[config.mk]
export PLATFORM = sky130hd
export DESIGN_NAME = servo_pwm_bank_flat
export DESIGN_NICKNAME = d
export VERILOG_FILES = /design/src/rtl/servo_pwm_bank_pkg.sv /design/src/rtl/servo_pwm_bank_if.sv /design/src/rtl/servo_pwm_bank_tick_gen.sv /design/src/rtl/servo_pwm_bank.sv /design/src/flat_wrapper.sv
export SDC_FILE = /design/constraint.sdc
export NUM_CORES = 1
export LEC_CHECK = 0
export CAP_MARGIN = 0
export CORE_ASPECT_RATIO = 0.8
export CORE_MARGIN = 3
export CORE_UTILIZATION = 62
export DETAILED_ROUTE_END_ITERATION = 12
export GPL_TIMING_DRIVEN = 0
export PLACE_DENSITY_LB_ADDON = 0.08
export SLEW_MARGIN = 5
export SYNTH_ARGS = -nofsm -noshare
export SYNTH_HDL_FRONTEND = slang
export SYNTH_SLANG_ARGS = --single-unit
export TNS_END_PERCENT = 10
[constraint.sdc]
create_clock -name clk -period 7 [get_ports clk]
set_clock_uncertainty 0.05 [all_clocks]
set_input_delay 1.4 -clock clk [delete_from_list [all_inputs] [get_ports clk]]
set_output_delay 1.4 -clock clk [all_outputs]
set_load 0.01 [all_outputs]
[src/rtl/servo_pwm_bank_pkg.sv]
// Shared definitions for the servo PWM bank and the position buffer writer.
package servo_pwm_bank_pkg;

    localparam int SERVO_POS_W = 8;

    localparam int DEF_TICK_DIV    = 50;
    localparam int DEF_MIN_TICKS   = 1000;
    localparam int DEF_STEP_TICKS  = 4;
    localparam int DEF_FRAME_TICKS = 20000;

    typedef enum logic {
        IDLE = 1'b0,
        RUN  = 1'b1
    } servoState_t;

    // Bit offset of servo idx inside the packed position buffer.
    function automatic int servoSliceBase(input int idx);
        return idx * SERVO_POS_W;
    endfunction

endpackage

[src/rtl/servo_pwm_bank_if.sv]
// Control, position buffer and PWM outputs of the servo bank.
interface servo_pwm_bank_if
    import servo_pwm_bank_pkg::*;
#(
    parameter int NUM_SERVOS = 1
);
    logic                              enable;
    logic [SERVO_POS_W*NUM_SERVOS-1:0] pos_buffer;
    logic [NUM_SERVOS-1:0]             servo_out;
    logic                              frame_start;
    logic                              running;

    modport master (
        output enable,
        output pos_buffer,
        input  servo_out,
        input  frame_start,
        input  running
    );

    modport slave (
        input  enable,
        input  pos_buffer,
        output servo_out,
        output frame_start,
        output running
    );
endinterface

[src/rtl/servo_pwm_bank_tick_gen.sv]
// Timing-tick prescaler: one-clk strobe every TICK_DIV clocks while not cleared.
module servo_tick_gen #(
    parameter int TICK_DIV = 50
) (
    input  logic clk,
    input  logic rst_n,
    input  logic clear_i,
    output logic tick_o
);
    localparam int PRESC_W = (TICK_DIV > 1) ? $clog2(TICK_DIV) : 1;
    localparam logic [PRESC_W-1:0] PRESC_LAST = PRESC_W'(TICK_DIV - 1);

    logic [PRESC_W-1:0] presc_q;
    logic [PRESC_W-1:0] presc_d;

    // Next prescaler value: held at zero while cleared, wraps after the terminal count.
    always_comb begin
        presc_d = presc_q;
        if (clear_i) begin
            presc_d = '0;
        end else if (presc_q == PRESC_LAST) begin
            presc_d = '0;
        end else begin
            presc_d = presc_q + PRESC_W'(1);
        end
    end

    // Prescaler register.
    always_ff @(posedge clk or negedge rst_n) begin
        if (!rst_n) begin
            presc_q <= '0;
        end else begin
            presc_q <= presc_d;
        end
    end

    assign tick_o = !clear_i && (presc_q == PRESC_LAST);

endmodule

[src/rtl/servo_pwm_bank.sv]
// Bank of hobby-servo PWM outputs sharing one frame timer; positions are
// snapshotted at every frame start so mid-frame buffer writes never disturb
// a pulse already in progress.
module servo_pwm_bank
    import servo_pwm_bank_pkg::*;
#(
    parameter int NUM_SERVOS  = 1,
    parameter int TICK_DIV    = DEF_TICK_DIV,
    parameter int MIN_TICKS   = DEF_MIN_TICKS,
    parameter int STEP_TICKS  = DEF_STEP_TICKS,
    parameter int FRAME_TICKS = DEF_FRAME_TICKS
) (
    input  logic             clk,
    input  logic             rst_n,
    servo_pwm_bank_if.slave  bus
);
    localparam int CNT_W     = (FRAME_TICKS > 1) ? $clog2(FRAME_TICKS) : 1;
    localparam int POS_BUS_W = SERVO_POS_W * NUM_SERVOS;
    localparam logic [CNT_W-1:0] FRAME_LAST = CNT_W'(FRAME_TICKS - 1);

    servoState_t           state_q;
    servoState_t           state_d;
    logic [CNT_W-1:0]      frameCnt_q;
    logic [CNT_W-1:0]      frameCnt_d;
    logic [POS_BUS_W-1:0]  snap_q;
    logic [POS_BUS_W-1:0]  snap_d;
    logic [NUM_SERVOS-1:0] servoOut_q;
    logic [NUM_SERVOS-1:0] servoOut_d;
    logic [NUM_SERVOS-1:0] chanHigh;
    logic                  frameStart_q;
    logic                  tick;
    logic                  tickClear;
    logic                  frameWrap;
    logic                  startFrame;

    assign tickClear = (state_q == IDLE);

    servo_tick_gen #(
        .TICK_DIV (TICK_DIV)
    ) u_tick_gen (
        .clk     (clk),
        .rst_n   (rst_n),
        .clear_i (tickClear),
        .tick_o  (tick)
    );

    assign frameWrap = tick && (frameCnt_q == FRAME_LAST);

    // Frame sequencing: start from IDLE on enable, restart or stop at frame wrap.
    always_comb begin
        state_d    = state_q;
        frameCnt_d = frameCnt_q;
        startFrame = 1'b0;
        case (state_q)
            IDLE: begin
                frameCnt_d = '0;
                if (bus.enable) begin
                    state_d    = RUN;
                    startFrame = 1'b1;
                end
            end
            RUN: begin
                if (tick) begin
                    if (frameWrap) begin
                        frameCnt_d = '0;
                        if (bus.enable) begin
                            startFrame = 1'b1;
                        end else begin
                            state_d = IDLE;
                        end
                    end else begin
                        frameCnt_d = frameCnt_q + CNT_W'(1);
                    end
                end
            end
            default: begin
                state_d    = IDLE;
                frameCnt_d = '0;
            end
        endcase
    end

    assign snap_d = startFrame ? bus.pos_buffer : snap_q;

    // Per-channel compare of the upcoming frame count against the snapshotted width.
    for (genvar g = 0; g < NUM_SERVOS; g++) begin : gChan
        logic [31:0] widthTicks;
        assign widthTicks  = 32'(MIN_TICKS)
                           + 32'(snap_q[servoSliceBase(g) +: SERVO_POS_W]) * 32'(STEP_TICKS);
        assign chanHigh[g] = (32'(frameCnt_d) < widthTicks);
    end

    // Output selection: all lines rise on a frame start and drop when idling.
    always_comb begin
        servoOut_d = '0;
        if (startFrame) begin
            servoOut_d = '1;
        end else if (state_d == RUN) begin
            servoOut_d = chanHigh;
        end
    end

    // State, counter, snapshot and registered outputs.
    always_ff @(posedge clk or negedge rst_n) begin
        if (!rst_n) begin
            state_q      <= IDLE;
            frameCnt_q   <= '0;
            snap_q       <= '0;
            servoOut_q   <= '0;
            frameStart_q <= 1'b0;
        end else begin
            state_q      <= state_d;
            frameCnt_q   <= frameCnt_d;
            snap_q       <= snap_d;
            servoOut_q   <= servoOut_d;
            frameStart_q <= startFrame;
        end
    end

    assign bus.servo_out   = servoOut_q;
    assign bus.frame_start = frameStart_q;
    assign bus.running     = (state_q == RUN);

endmodule

[src/flat_wrapper.sv]
// flat-port wrapper written by rule: the top's interface ports become plain ports
module servo_pwm_bank_flat import servo_pwm_bank_pkg::*;
#(
    parameter int NUM_SERVOS  = 1,
    parameter int TICK_DIV    = DEF_TICK_DIV,
    parameter int MIN_TICKS   = DEF_MIN_TICKS,
    parameter int STEP_TICKS  = DEF_STEP_TICKS,
    parameter int FRAME_TICKS = DEF_FRAME_TICKS
)
  (clk, rst_n, bus_enable, bus_pos_buffer, bus_servo_out, bus_frame_start, bus_running);
  servo_pwm_bank_if #(.NUM_SERVOS(NUM_SERVOS)) bus_i ();
  input  logic clk;
  input  logic rst_n;
  input wire logic [$bits(bus_i.enable)-1:0] bus_enable;
  input wire logic [$bits(bus_i.pos_buffer)-1:0] bus_pos_buffer;
  output wire logic [$bits(bus_i.servo_out)-1:0] bus_servo_out;
  output wire logic [$bits(bus_i.frame_start)-1:0] bus_frame_start;
  output wire logic [$bits(bus_i.running)-1:0] bus_running;
  assign bus_i.enable = bus_enable;
  assign bus_i.pos_buffer = bus_pos_buffer;
  assign bus_servo_out = bus_i.servo_out;
  assign bus_frame_start = bus_i.frame_start;
  assign bus_running = bus_i.running;
  servo_pwm_bank #(.NUM_SERVOS(NUM_SERVOS), .TICK_DIV(TICK_DIV), .MIN_TICKS(MIN_TICKS), .STEP_TICKS(STEP_TICKS), .FRAME_TICKS(FRAME_TICKS)) u_core (.clk(clk), .rst_n(rst_n), .bus(bus_i));
endmodule
==> results by group, run 1 <==
Worst setup path
  – Setup crit end: u_core.bus.servo_out
  – R2R Path End: u_core.bus.servo_out
  – Worst r2r src: u_core.frameCnt_q[5]
  – Slowest-stage cell, CP: or4_4
  – CP max FO: 10
  – Critical Path Source: u_core.frameCnt_q[5]
  – Reg2reg path depth: 11
  – Cell family with most CP delay: compound AO/OA/AOI/OAI gates
  – WP depth: 11
  – Crit path required time: 7.12 ns
  – CP Data Arrival Time: 3.88 ns
  – Critical Path Max Stage Delay: 0.59 ns
  – CP startpoint kind: register
  – CP Cell Sequence: or4_1, or4_4, o21ai_2, buf_6, nor2_1, ha_1, a211oi_1, nor2_1, a2111oi_0, a211oi_1, o41ai_1
  – WS Path Type: register to register
  – FF-to-FF setup slack: 3.24 ns
  – CP Capture Type: register
  – WP buf/inv: 1

Timing
  – Slew HR: 49.96%
  – Fin Setup TNS: 0 ns
  – Fmax: 265.6 MHz
  – Least-Margin Pin Slew: 0.7438 ns
  – Final count of hold timing violations: 0
  – Max Slew Vio Count: 0
  – Final critical-path share of the clock period: 53.78%
  – RSZ-0062 raised after global routing: no
  – Tmin final: 3.765 ns
  – Setup violators final: 0

Cells and area
  – Area delta synth->final: 14.53%
  – Design Area, Final: 2101 um2
  – Share of cells above drive strength 1: 13.47%
  – Filler cells: 162
  – Fin nets: 216
  – Final core occ: 80.11%
  – Inserted Diodes: 0

Die
  – # IOs: 14
  – Core area: 2623 um2
  – Die area: 3651 um2
  – Die Y: 54.65 um
  – FP Rows: 16
  – Initial Util: 69.94%
  – Die W: 66.81 um

Clocking
  – Cts bufs inserted: 5
  – Clock Latency Late Sink: 0.30 ns
  – CTS resizes: 0
  – Clock buffer depth: 2
  – Clock sink count: 32
  – Cts hold-fix bufs: 0
  – H-tree depth: 2
  – CTS root buffer: clkbuf_8
  – Clk slew on worst S/H paths: 0.08 ns
  – Setup bufs post-CTS: 0
  – TritonCTS clock tree: done

Power
  – Pleak: 0.9817 nW
  – Peak supply drop: 0.1604 mV
  – PD cells: 166.3 nW/um2

Global routing
  – First-pass GRT wire length: 6520 um
  – Largest net degree at the start of global routing: 33
  – Initial antenna violation count: 0
  – Tot GR Track Use: 25.53%
  – Gr ovfl total: 0
  – Vias in the first global route: 1419

Hold path
  – Worst hold path class: register to register
  – Hold Crit Start: u_core.frameCnt_q[0]

Route
  – Via count: 1452
  – Initial DRC Count: 157
  – Wire per inst: 17.31 um
  – Post-route DRC: 0
  – Final ANT Viol Nets: 0
  – Pre-antenna DRT Iters: 7
  – Vias/cell: 6.341
  – Final WL: 3965 um

Place
  – Port Buffers: 13
  – DP Wirelength: 2854 um
  – DP Area: 2004 um2
  – Placer congestion estimate: 0.9260

Synth
  – Synth top area share: 43.66%
  – Syn. warnings: 0
  – Synth Cell Area: 1834 um2
  – Mapped Cells: 173
  – Sequential area share after synthesis: 43.66%
  – Yosys top cell by area: dfrtp_1
  – Synth Net Count: 196
  – Area contributors post-synth: dfrtp_1, ha_1, xnor2_1
  – Post-Synthesis Mean Instance Area: 10.60 um2
  – Post-synthesis cell type count: 43
  – #FFs+latches synth: 32

Status
  – Status: finished clean

Run
  – Max Cap Viol: 0
[registers in the layout (all words and copies together) (netlist names)]
register	count
u_core.snap_q	8
u_core.frameCnt_q	15
u_core.bus.frame_start	1
u_core.bus.servo_out	1
u_core.u_tick_gen.presc_q	6
u_core.bus.running	1
[logic make-up after synthesis]
logic type | count (synthesis) | share of synthesized area (%)
AND/OR/NAND/NOR | 71 | 21.28
flip-flops | 32 | 43.66
AO/OA/AOI/OAI | 22 | 8.390
XOR/XNOR | 20 | 9.550
adder cells (fa/ha/maj) | 12 | 8.185
multiplexers | 9 | 7.094
buffers and inverters | 7 | 1.842
[metal layers]
layer	wire [um]	vias up	GRT usage (%)
met5	0	-	0
met4	189	0	17.57
met3	268	20	6.776
met2	1889	60	42.27
met1	1617	711	29.37
li1	-	661	-
[worst min path at each step]
stage	endpoint	slack, ns	depth (start not counted)
global placement	u_core.u_tick_gen.presc_q[0]	0.43	1
CTS	u_core.frameCnt_q[0]	0.47	1
detailed placement	u_core.u_tick_gen.presc_q[0]	0.46	1
finish	u_core.frameCnt_q[0]	0.47	1
global route	u_core.frameCnt_q[0]	0.49	1
floorplan	u_core.u_tick_gen.presc_q[0]	0.41	1
[cell usage in the layout, fill, tap and decap left out, types with 3 or more instances in the layout]
master / synthesis / final
dfrtp_1: 32 / 32
nor2_1: 22 / 22
xnor2_1: 15 / 15
ha_1: 12 / 12
clkdlybuf4s50_1: 0 / 12
nand2_1: 9 / 9
nand3_1: 8 / 8
mux2_4: 8 / 8
clkbuf_8: 0 / 7
xor2_1: 5 / 5
o21ai_0: 5 / 5
inv_1: 4 / 4
nor3_1: 4 / 4
or2_2: 3 / 3
nand4_1: 3 / 3
nand2b_1: 3 / 3
and3_1: 3 / 3
a21oi_1: 3 / 3
[cell usage after synthesis]
library cell and n:
nand2_8 1, buf_6 1, or4_4 1, or3_1 1, nor2_1 22, o21ai_2 1, or4bb_1 1, and2_1 1
o311ai_0 1, a211oi_1 2, o221ai_1 2, ha_1 12, a21oi_1 3, or2b_1 1, xor2_1 5, xnor2_1 15
o41ai_1 1, and3_1 3, nand4b_1 1, mux2i_1 1, nor4_1 2, a2111oi_0 1, o211ai_1 1, o31ai_1 2
nand2b_1 3, and3_2 2, a31oi_1 1, o21ai_0 5, and4_1 1, nand4_1 3, or4_1 1, nor3b_1 2
mux2_4 8, or2_2 3, nor3_1 4, and2b_2 1, nand2_1 9, dfrtp_1 32, nand3_1 8, a32o_1 1
clkbuf_1 2, inv_1 4, o21a_1 1
[power by group]
| group | switching (mW) | internal [mW] | leakage, nW |
|---|---|---|---|
| logic | 0.00466 | 0.00473 | 0.508 |
| clock network | 0.0675 | 0.0875 | 0.0503 |
| registers | 0 | 0.185 | 0.423 |
| total | 0.0721 | 0.277 | 0.982 |
[through the flow]
step / std cells / total power [mW] / setup slack [ns] / hold WS, ns
floorplan: 173 / 0.1886 / 3.672 / 0.4108
global placement: 222 / 0.1979 / 3.394 / 0.4303
detailed placement: 222 / 0.1981 / 3.228 / 0.4551
CTS: 229 / 0.3497 / 3.216 / 0.4659
global route: 229 / 0.3594 / 3.044 / 0.4945
finish: 229 / 0.3493 / 3.235 / 0.4655
[final cells by class]
type	instances	area, um2	share of cell area [%]
Multi-Input combinational cell	134	999.7	47.59
Sequential cell	32	800.8	38.12
Timing Repair Buffer	13	125.1	5.956
Clock buffer	7	96.34	4.586
Tap cell	36	45.04	2.144
Buffer	3	18.77	0.8934
Inverter	4	15.01	0.7147
(Power assumes the default switching activity.)
==> run 2, diff against run 1 <==
--- a/config.mk
+++ b/config.mk
@@ -8,7 +8,7 @@
 export CAP_MARGIN = 0
 export CORE_ASPECT_RATIO = 0.8
 export CORE_MARGIN = 3
-export CORE_UTILIZATION = 62
+export CORE_UTILIZATION = 52
 export DETAILED_ROUTE_END_ITERATION = 12
 export GPL_TIMING_DRIVEN = 0
 export PLACE_DENSITY_LB_ADDON = 0.08
==> constraint.sdc (replaced) <==
create_clock -name clk -period 3.35 [get_ports clk]
set_clock_uncertainty 0.05 [all_clocks]
set_input_delay 0.67 -clock clk [delete_from_list [all_inputs] [get_ports clk]]
set_output_delay 0.67 -clock clk [all_outputs]
set_load 0.01 [all_outputs]
==> run 2 against run 1 <==
Net effect: cell count up 6.6%; worst setup slack got worse by 3.1 ns; clock power grew 110%; highest routed layer unchanged; clock-buffer cell count unchanged; sequential share of layout area is 3.3 points lower; total power grew 110%.
==> results by group, run 2 (synthesized netlist as in run 1, its figures left out) <==
Status
  – Status: finished clean

Place
  – DP Wirelength: 2722 um (-4.6%)
  – DP Cell Count: 226 (+1.8%)
  – DP Area: 2009 um2 (+0.25%)
  – Dpl ws: -0.2313 ns (-3.460 ns)
  – Port Buffers: 13 (unchanged)
  – Placer congestion estimate: 0.8348 (-9.8%)

Cells and area
  – Share of cells above drive strength 1: 25.98% (+13 points)
  – Highest-count cells in the layout ignoring fill and taps: dfrtp_1, nor2_1, xnor2_1, clkdlybuf4s50_1
  – Commonest non-fill, non-tap cell in the layout: dfrtp_1
  – Area delta synth->final: 25.31%
  – Largest registers: u_core.frameCnt_q: 15 flops, u_core.snap_q: 8 flops, u_core.u_tick_gen.presc_q: 6 flops
  – Post-route insts no fill: 244 (+6.6%)
  – Max reg flops: 15 (unchanged)
  – Inserted Diodes: 0 (unchanged)
  – Multi-input logic area: 1102 um2 (+10%)
  – Top reg by flops: u_core.frameCnt_q
  – Reg area: 800.8 um2 (unchanged)
  – Fin nets: 227 (+5.1%)
  – Design Area, Final: 2298 um2 (+9.4%)
  – Filler cells: 217 (+34%)

Timing
  – Fin Setup TNS: 0 ns (unchanged)
  – Final critical-path share of the clock period: 96.28% (+42 points)
  – Final count of hold timing violations: 0 (unchanged)
  – Max Slew Vio Count: 0 (unchanged)
  – Setup violators final: 0 (unchanged)
  – Fmax: 310.0 MHz (+17%)
  – Slew HR: 53.12% (+3.2 points)
  – Setup ws final: 0.1246 ns (-3.111 ns)
  – Least-Margin Pin Slew: 0.7033 ns (-0.04050 ns)
  – Tmin final: 3.225 ns (-0.5394 ns)

Clocking
  – Clk slew on worst S/H paths: 0.06 ns (-0.02 ns)
  – Cts bufs inserted: 5 (unchanged)
  – Clock buffer depth: 2 (unchanged)
  – H-tree depth: 2 (unchanged)
  – TritonCTS clock tree: done
  – Cts hold-fix bufs: 0 (unchanged)
  – Clock sink count: 32 (unchanged)
  – Clock Latency Late Sink: 0.29 ns (about the same)
  – CTS root buffer: clkbuf_8

Worst setup path
  – CP max FO: 5 (-5)
  – CP Data Arrival Time: 3.36 ns (-0.52 ns)
  – Critical Path Max Stage Delay: 0.58 ns (about the same)
  – Critical Path Source: u_core.frameCnt_q[6]
  – FF-to-FF setup slack: 0.12 ns (-3.11 ns)
  – CP Cell Sequence: or4_1, or4_4, o21ai_4, buf_6, nor2_1, ha_1, o21ai_2, nor2_2, a2111oi_4, a211oi_2, o41ai_2
  – CP startpoint kind: register
  – R2R Path End: u_core.bus.servo_out
  – Crit path required time: 3.49 ns (-3.63 ns)
  – Slowest-stage cell, CP: or4_4
  – WS Path Type: register to register
  – CP Capture Type: register
  – Reg2reg path depth: 11 (unchanged)
  – Worst r2r src: u_core.frameCnt_q[6]

Die
  – Die Y: 59.12 um (+8.2%)
  – Initial Util: 56.95% (-13 points)
  – Die area: 4280 um2 (+17%)
  – FP Rows: 18 (+2)
  – Core area: 3221 um2 (+23%)
  – Die W: 72.40 um (+8.4%)
  – # IOs: 14 (unchanged)

Hold path
  – Worst hold path class: primary input to async pin

Route
  – Wire per inst: 16.72 um (-3.4%)
  – Vias/cell: 5.807 (-8.4%)
  – Final ANT Viol Nets: 0 (unchanged)
  – Post-route DRC: 0 (unchanged)
  – Initial DRC Count: 70 (-55%)
  – Via count: 1417 (-2.4%)
  – Pre-antenna DRT Iters: 4 (-3)
  – Final WL: 4079 um (+2.9%)

Global routing
  – Largest net degree at the start of global routing: 33 (unchanged)
  – Gr ovfl total: 0 (unchanged)
  – Initial antenna violation count: 0 (unchanged)
  – Tot GR Track Use: 20.99% (-4.5 points)
  – Vias in the first global route: 1424 (+0.35%)
  – First-pass GRT wire length: 6630 um (+1.7%)

Power
  – Peak supply drop: 0.2662 mV (+66%)
  – PD cells: 314.8 nW/um2 (+89%)
  – Pleak: 1.040 nW (+6.0%)

Run
  – Max Cap Viol: 0 (unchanged)
-- run 2: cell count changes in the layout (fill, tap and decap cells not counted), moves of 3 or more --
| cell | change |
|---|---|
| buf_4 | +9 |
| nor2_1 | -6 |
| nor2_2 | +6 |
| ha_1 | -3 |
-- run 2: worst max-delay path: cells and delay by family (launching register included) --
family	cells	cell delay (ns)
compound gates	5	0.97
fa+ha+maj	1	0.32
simple gates	4	1.24
flops	1	0.39
buf+inv	1	0.15
-- run 2: stage by stage --
step                      hold WS [ns]  util [%]  power [mW]
final                           0.3786     71.37      0.7236
after global routing            0.4335     71.37      0.7533
after CTS                       0.4048     67.21      0.7323
after detailed placement        0.4454     62.39      0.4139
after global placement          0.4322     62.55      0.4138
after floorplan                 0.3244         -      0.3941
-- run 2: what timing repair did --
item | in CTS | in global routing
pin swaps | 3 | 12
gates resized for setup | 2 | 21
setup buffers | 7 | 4
setup endpoints to repair | 1 | 1
endpoints found under the hold margin | 0 | 0
-- run 2: area by class of cell --
class                      instances  share of cell area [%]
buffer                             3                  0.8166
clock buffer                       7                   4.192
inverter                           4                  0.6532
multi-input combinational        134                   47.96
sequential                        32                   34.84
tap                               40                   2.177
timing repair buffer              24                   9.363
-- run 2: routing by layer --
metal / GRT usage [%] / share of wire (%) / vias to the layer above
met5: 0 / 0 / -
met2: 33.59 / 49 / 34
met1: 26.61 / 45 / 694
met4: 10.79 / 2.0 / 0
met3: 5.085 / 3.9 / 7
li1: - / - / 682
-- run 2: how the worst max path moves through the flow --
| stage | endpoint | depth (start not counted) |
|---|---|---|
| 6_report | u_core.bus.servo_out | 11 |
| 5_1_grt | u_core.bus.servo_out | 12 |
| 4_1_cts | u_core.bus.servo_out | 11 |
| 3_5_place_dp | u_core.bus.servo_out | 11 |
| 3_3_place_gp | u_core.bus.servo_out | 11 |
| 2_1_floorplan | u_core.bus.servo_out | 11 |
-- run 2: report_power, final --
part | internal, mW | leakage, nW | switching (mW)
registers | 0.387 | 0.423 | 0
logic | 0.00987 | 0.567 | 0.00940
clock network | 0.183 | 0.0503 | 0.135
total | 0.579 | 1.04 | 0.145
==> run 3, diff against run 2 <==
--- a/config.mk
+++ b/config.mk
@@ -12,8 +12,11 @@
 export DETAILED_ROUTE_END_ITERATION = 12
 export GPL_TIMING_DRIVEN = 0
 export PLACE_DENSITY_LB_ADDON = 0.08
+export RECOVER_POWER = 100
+export SKIP_CTS_REPAIR_TIMING = 1
 export SLEW_MARGIN = 5
 export SYNTH_ARGS = -nofsm -noshare
 export SYNTH_HDL_FRONTEND = slang
+export SYNTH_HIERARCHICAL = 1
 export SYNTH_SLANG_ARGS = --single-unit
 export TNS_END_PERCENT = 10
==> run 3 against run 2 <==
Net effect: the run now ends with capacitance limit, slew limit left; register-to-register slack is essentially flat; final area shrank 8.4%; sequential cell count is the same; combinational power shrank 9%; synthesized cell count shrank 1.7%; area after synthesis shrank 0.48%; utilization shrank 6.0 points; total power shrank 4.5%; sequential power is essentially flat; die area shrank 0.43%; hold slack gained 0.061 ns; largest power group unchanged.
==> results by group, run 3 <==
Status
  – Status: complete, but fails checks
  – Violated checks: capacitance limit, slew limit

Die
  – FP Rows: 18 (unchanged)
  – # IOs: 14 (unchanged)
  – Core area: 3221 um2 (unchanged)
  – Die area: 4262 um2 (-0.43%)
  – Die Y: 59.00 um (-0.21%)
  – Die W: 72.25 um (-0.21%)
  – Initial Util: 56.68% (-0.27 points)

Route
  – Final WL: 3556 um (-13%)
  – Wire per inst: 15.07 um (-9.9%)
  – Post-route DRC: 0 (unchanged)
  – Final ANT Viol Nets: 0 (unchanged)
  – Initial DRC Count: 57 (-19%)
  – Via count: 1332 (-6.0%)
  – Vias/cell: 5.644 (-2.8%)
  – Pre-antenna DRT Iters: 4 (unchanged)

Cells and area
  – Final core occ: 65.35% (-6.0 points)
  – Fin nets: 219 (-3.5%)
  – Inserted Diodes: 0 (unchanged)
  – Area delta synth->final: 15.28%
  – Highest-count cells in the layout ignoring fill and taps: dfrtp_1, nor2_1, nand2_1, ha_1, xnor2_1
  – Top reg by flops: u_core/frameCnt_q
  – Share of cells above drive strength 1: 13.78% (-12 points)
  – Commonest non-fill, non-tap cell in the layout: dfrtp_1
  – Max reg flops: 15 (unchanged)
  – Post-route insts no fill: 236 (-3.3%)
  – Largest registers: u_core/frameCnt_q: 15 flops, u_core/snap_q: 8 flops, u_core/u_tick_gen/presc_q: 6 flops

Worst setup path
  – Most common cell on crit path: a21o_1
  – CP Data Arrival Time: 3.40 ns (+0.04 ns)
  – CP startpoint kind: register
  – CP Cell Sequence: inv_1, ha_2, nand4_1, nor2_1, buf_4, nand4_4, or4b_4, o21ai_4, buf_6, nor2_2, ha_1, a21o_1, a21o_1, a2111oi_4, a31o_2
  – CP Capture Type: register
  – Crit path required time: 3.53 ns (+0.04 ns)
  – CP max FO: 8 (+3)
  – WS Path Type: register to register
  – Slowest-stage cell, CP: or4b_4
  – Critical Path Max Stage Delay: 0.55 ns (-0.03 ns)

Power
  – Peak supply drop: 0.2087 mV (-22%)
  – Pleak: 0.9834 nW (-5.5%)
  – PD cells: 328.3 nW/um2 (+4.3%)
  – Design Power: 0.6910 mW (-4.5%)

Clocking
  – TritonCTS clock tree: done
  – Clock Latency Late Sink: 0.29 ns (about the same)
  – Clock sink count: 32 (unchanged)
  – Clk slew on worst S/H paths: 0.06 ns (about the same)
  – Clock buffer depth: 2 (unchanged)
  – CTS root buffer: clkbuf_8
  – H-tree depth: 2 (unchanged)
  – Cts bufs inserted: 5 (unchanged)

Synth
  – Mapped Cells: 170 (-1.7%)
  – Post-Synthesis Mean Instance Area: 10.74 um2 (+1.3%)
  – Commonest register cell after synthesis: dfrtp_1
  – Post-synthesis cell type count: 37 (-14%)
  – Sequential area share after synthesis: 43.87% (+0.21 points)
  – Post-synth EDFFs: 0 (unchanged)
  – Count leader, synth: dfrtp_1
  – FFs w/ async S/R, synth: 100.0% (unchanged)
  – Synth Net Count: 193 (-1.5%)
  – Synth top area share: 43.87% (+0.21 points)
  – #FFs+latches synth: 32 (unchanged)
  – Syn. warnings: 6 (+6)
  – Top cells by count, synth: dfrtp_1, nor2_1, ha_1, nand2_1, xnor2_1
  – Area contributors post-synth: dfrtp_1, ha_1, mux2_4
  – Synth Cell Area: 1826 um2 (-0.48%)
  – Yosys top cell by area: dfrtp_1

Timing
  – Setup violators final: 0 (unchanged)
  – Final count of hold timing violations: 0 (unchanged)
  – Fmax: 310.7 MHz (+0.22%)
  – Tmin final: 3.218 ns (-0.007207 ns)
  – Max Slew Vio Count: 33 (+33)
  – Least-Margin Pin Slew: 1.662 ns (+0.9586 ns)
  – Final critical-path share of the clock period: 96.07% (-0.22 points)
  – Setup ws final: 0.1318 ns (+0.007207 ns)
  – Hold slack final: 0.4395 ns (+0.06091 ns)
  – Slew HR: -10.79% (-64 points)

Place
  – Port Buffers: 13 (unchanged)
  – DP Cell Count: 223 (-1.3%)
  – Dpl ws: -0.3566 ns (-0.1253 ns)
  – DP Wirelength: 2471 um (-9.2%)
  – Placer congestion estimate: 0.8370 (+0.26%)

Global routing
  – GRT busiest layer: met2
  – Grt met2 use: 29.05% (-4.5 points)
  – Tot GR Track Use: 18.99% (-2.0 points)
  – Initial antenna violation count: 0 (unchanged)
  – Vias in the first global route: 1320 (-7.3%)
  – Largest net degree at the start of global routing: 33 (unchanged)
  – GRT met3 Usage: 3.559% (-1.5 points)
  – Met1 Track Usage GR: 25.38% (-1.2 points)
  – Gr ovfl total: 0 (unchanged)
  – First-pass GRT wire length: 6016 um (-9.3%)

Hold path
  – Worst hold path class: register to register

Run
  – Max Cap Viol: 1 (+1)
run 3: cell type report:
| class | count | area (um2) |
|---|---|---|
| Tap cell | 40 | 50.05 |
| Inverter | 4 | 15.01 |
| Clock buffer | 6 | 72.57 |
| Clock inverter | 1 | 5.005 |
| Sequential cell | 32 | 800.8 |
| Fill cell | 280 | 1116 |
| Multi-Input combinational cell | 129 | 954.7 |
| Timing Repair Buffer | 20 | 180.2 |
| Buffer | 4 | 26.28 |
run 3: routing by layer:
metal | vias to the layer above | share of wire [%]
met5 | - | 0
met4 | 0 | 3.5
met3 | 16 | 3.6
met2 | 34 | 44
met1 | 634 | 49
li1 | 648 | -
run 3: worst max-delay path, delay by kind of cell (launching register included):
kind | cells | cell delay, ns
AOI/OAI and AO/OA | 5 | 1.00
and+or+nand+nor | 5 | 0.88
adders and majority gates | 2 | 0.46
DFF | 1 | 0.41
buffers and inverters | 3 | 0.36
run 3: power breakdown:
group | leakage, nW | internal (mW) | switching [mW]
Clock | 0.0410 | 0.141 | 0.146
Combinational | 0.519 | 0.00944 | 0.00820
Sequential | 0.423 | 0.386 | 0
run 3: path summary, 6_finish.rpt:
kind                                              start                            to  slack, ns  cells after the start
min in group asynchronous                         rst_n  u_core/u_tick_gen/presc_q[5]       0.75                      1
max reg2reg                u_core/u_tick_gen/presc_q[1]          u_core/bus.servo_out       0.13                     15
max                        u_core/u_tick_gen/presc_q[1]          u_core/bus.servo_out       0.13                     15
min reg2reg                            u_core/snap_q[0]              u_core/snap_q[0]       0.44                      1
min                                    u_core/snap_q[0]              u_core/snap_q[0]       0.44                      1
max in group asynchronous                         rst_n              u_core/snap_q[3]       1.54                      1
run 3: kinds of logic (layout without fill, tap and decap cells):
kind of cell / after synthesis / in the layout / share of synthesized area [%]
buf+inv: 9 / 35 / 2.947
fa+ha+maj: 12 / 12 / 8.225
flops: 32 / 32 / 43.87
compound gates: 19 / 19 / 7.128
simple gates: 69 / 69 / 21.04
xor+xnor: 19 / 19 / 9.116
mux: 10 / 10 / 7.677
run 3: per-stage QoR:
step / TNS (ns) / instance area [um2]
floorplan: 0 / 1827
global placement: -0.1767 / 2007
detailed placement: -0.3566 / 2002
CTS: -0.3941 / 2079
global route: -0.02031 / 2105
finish: 0 / 2105
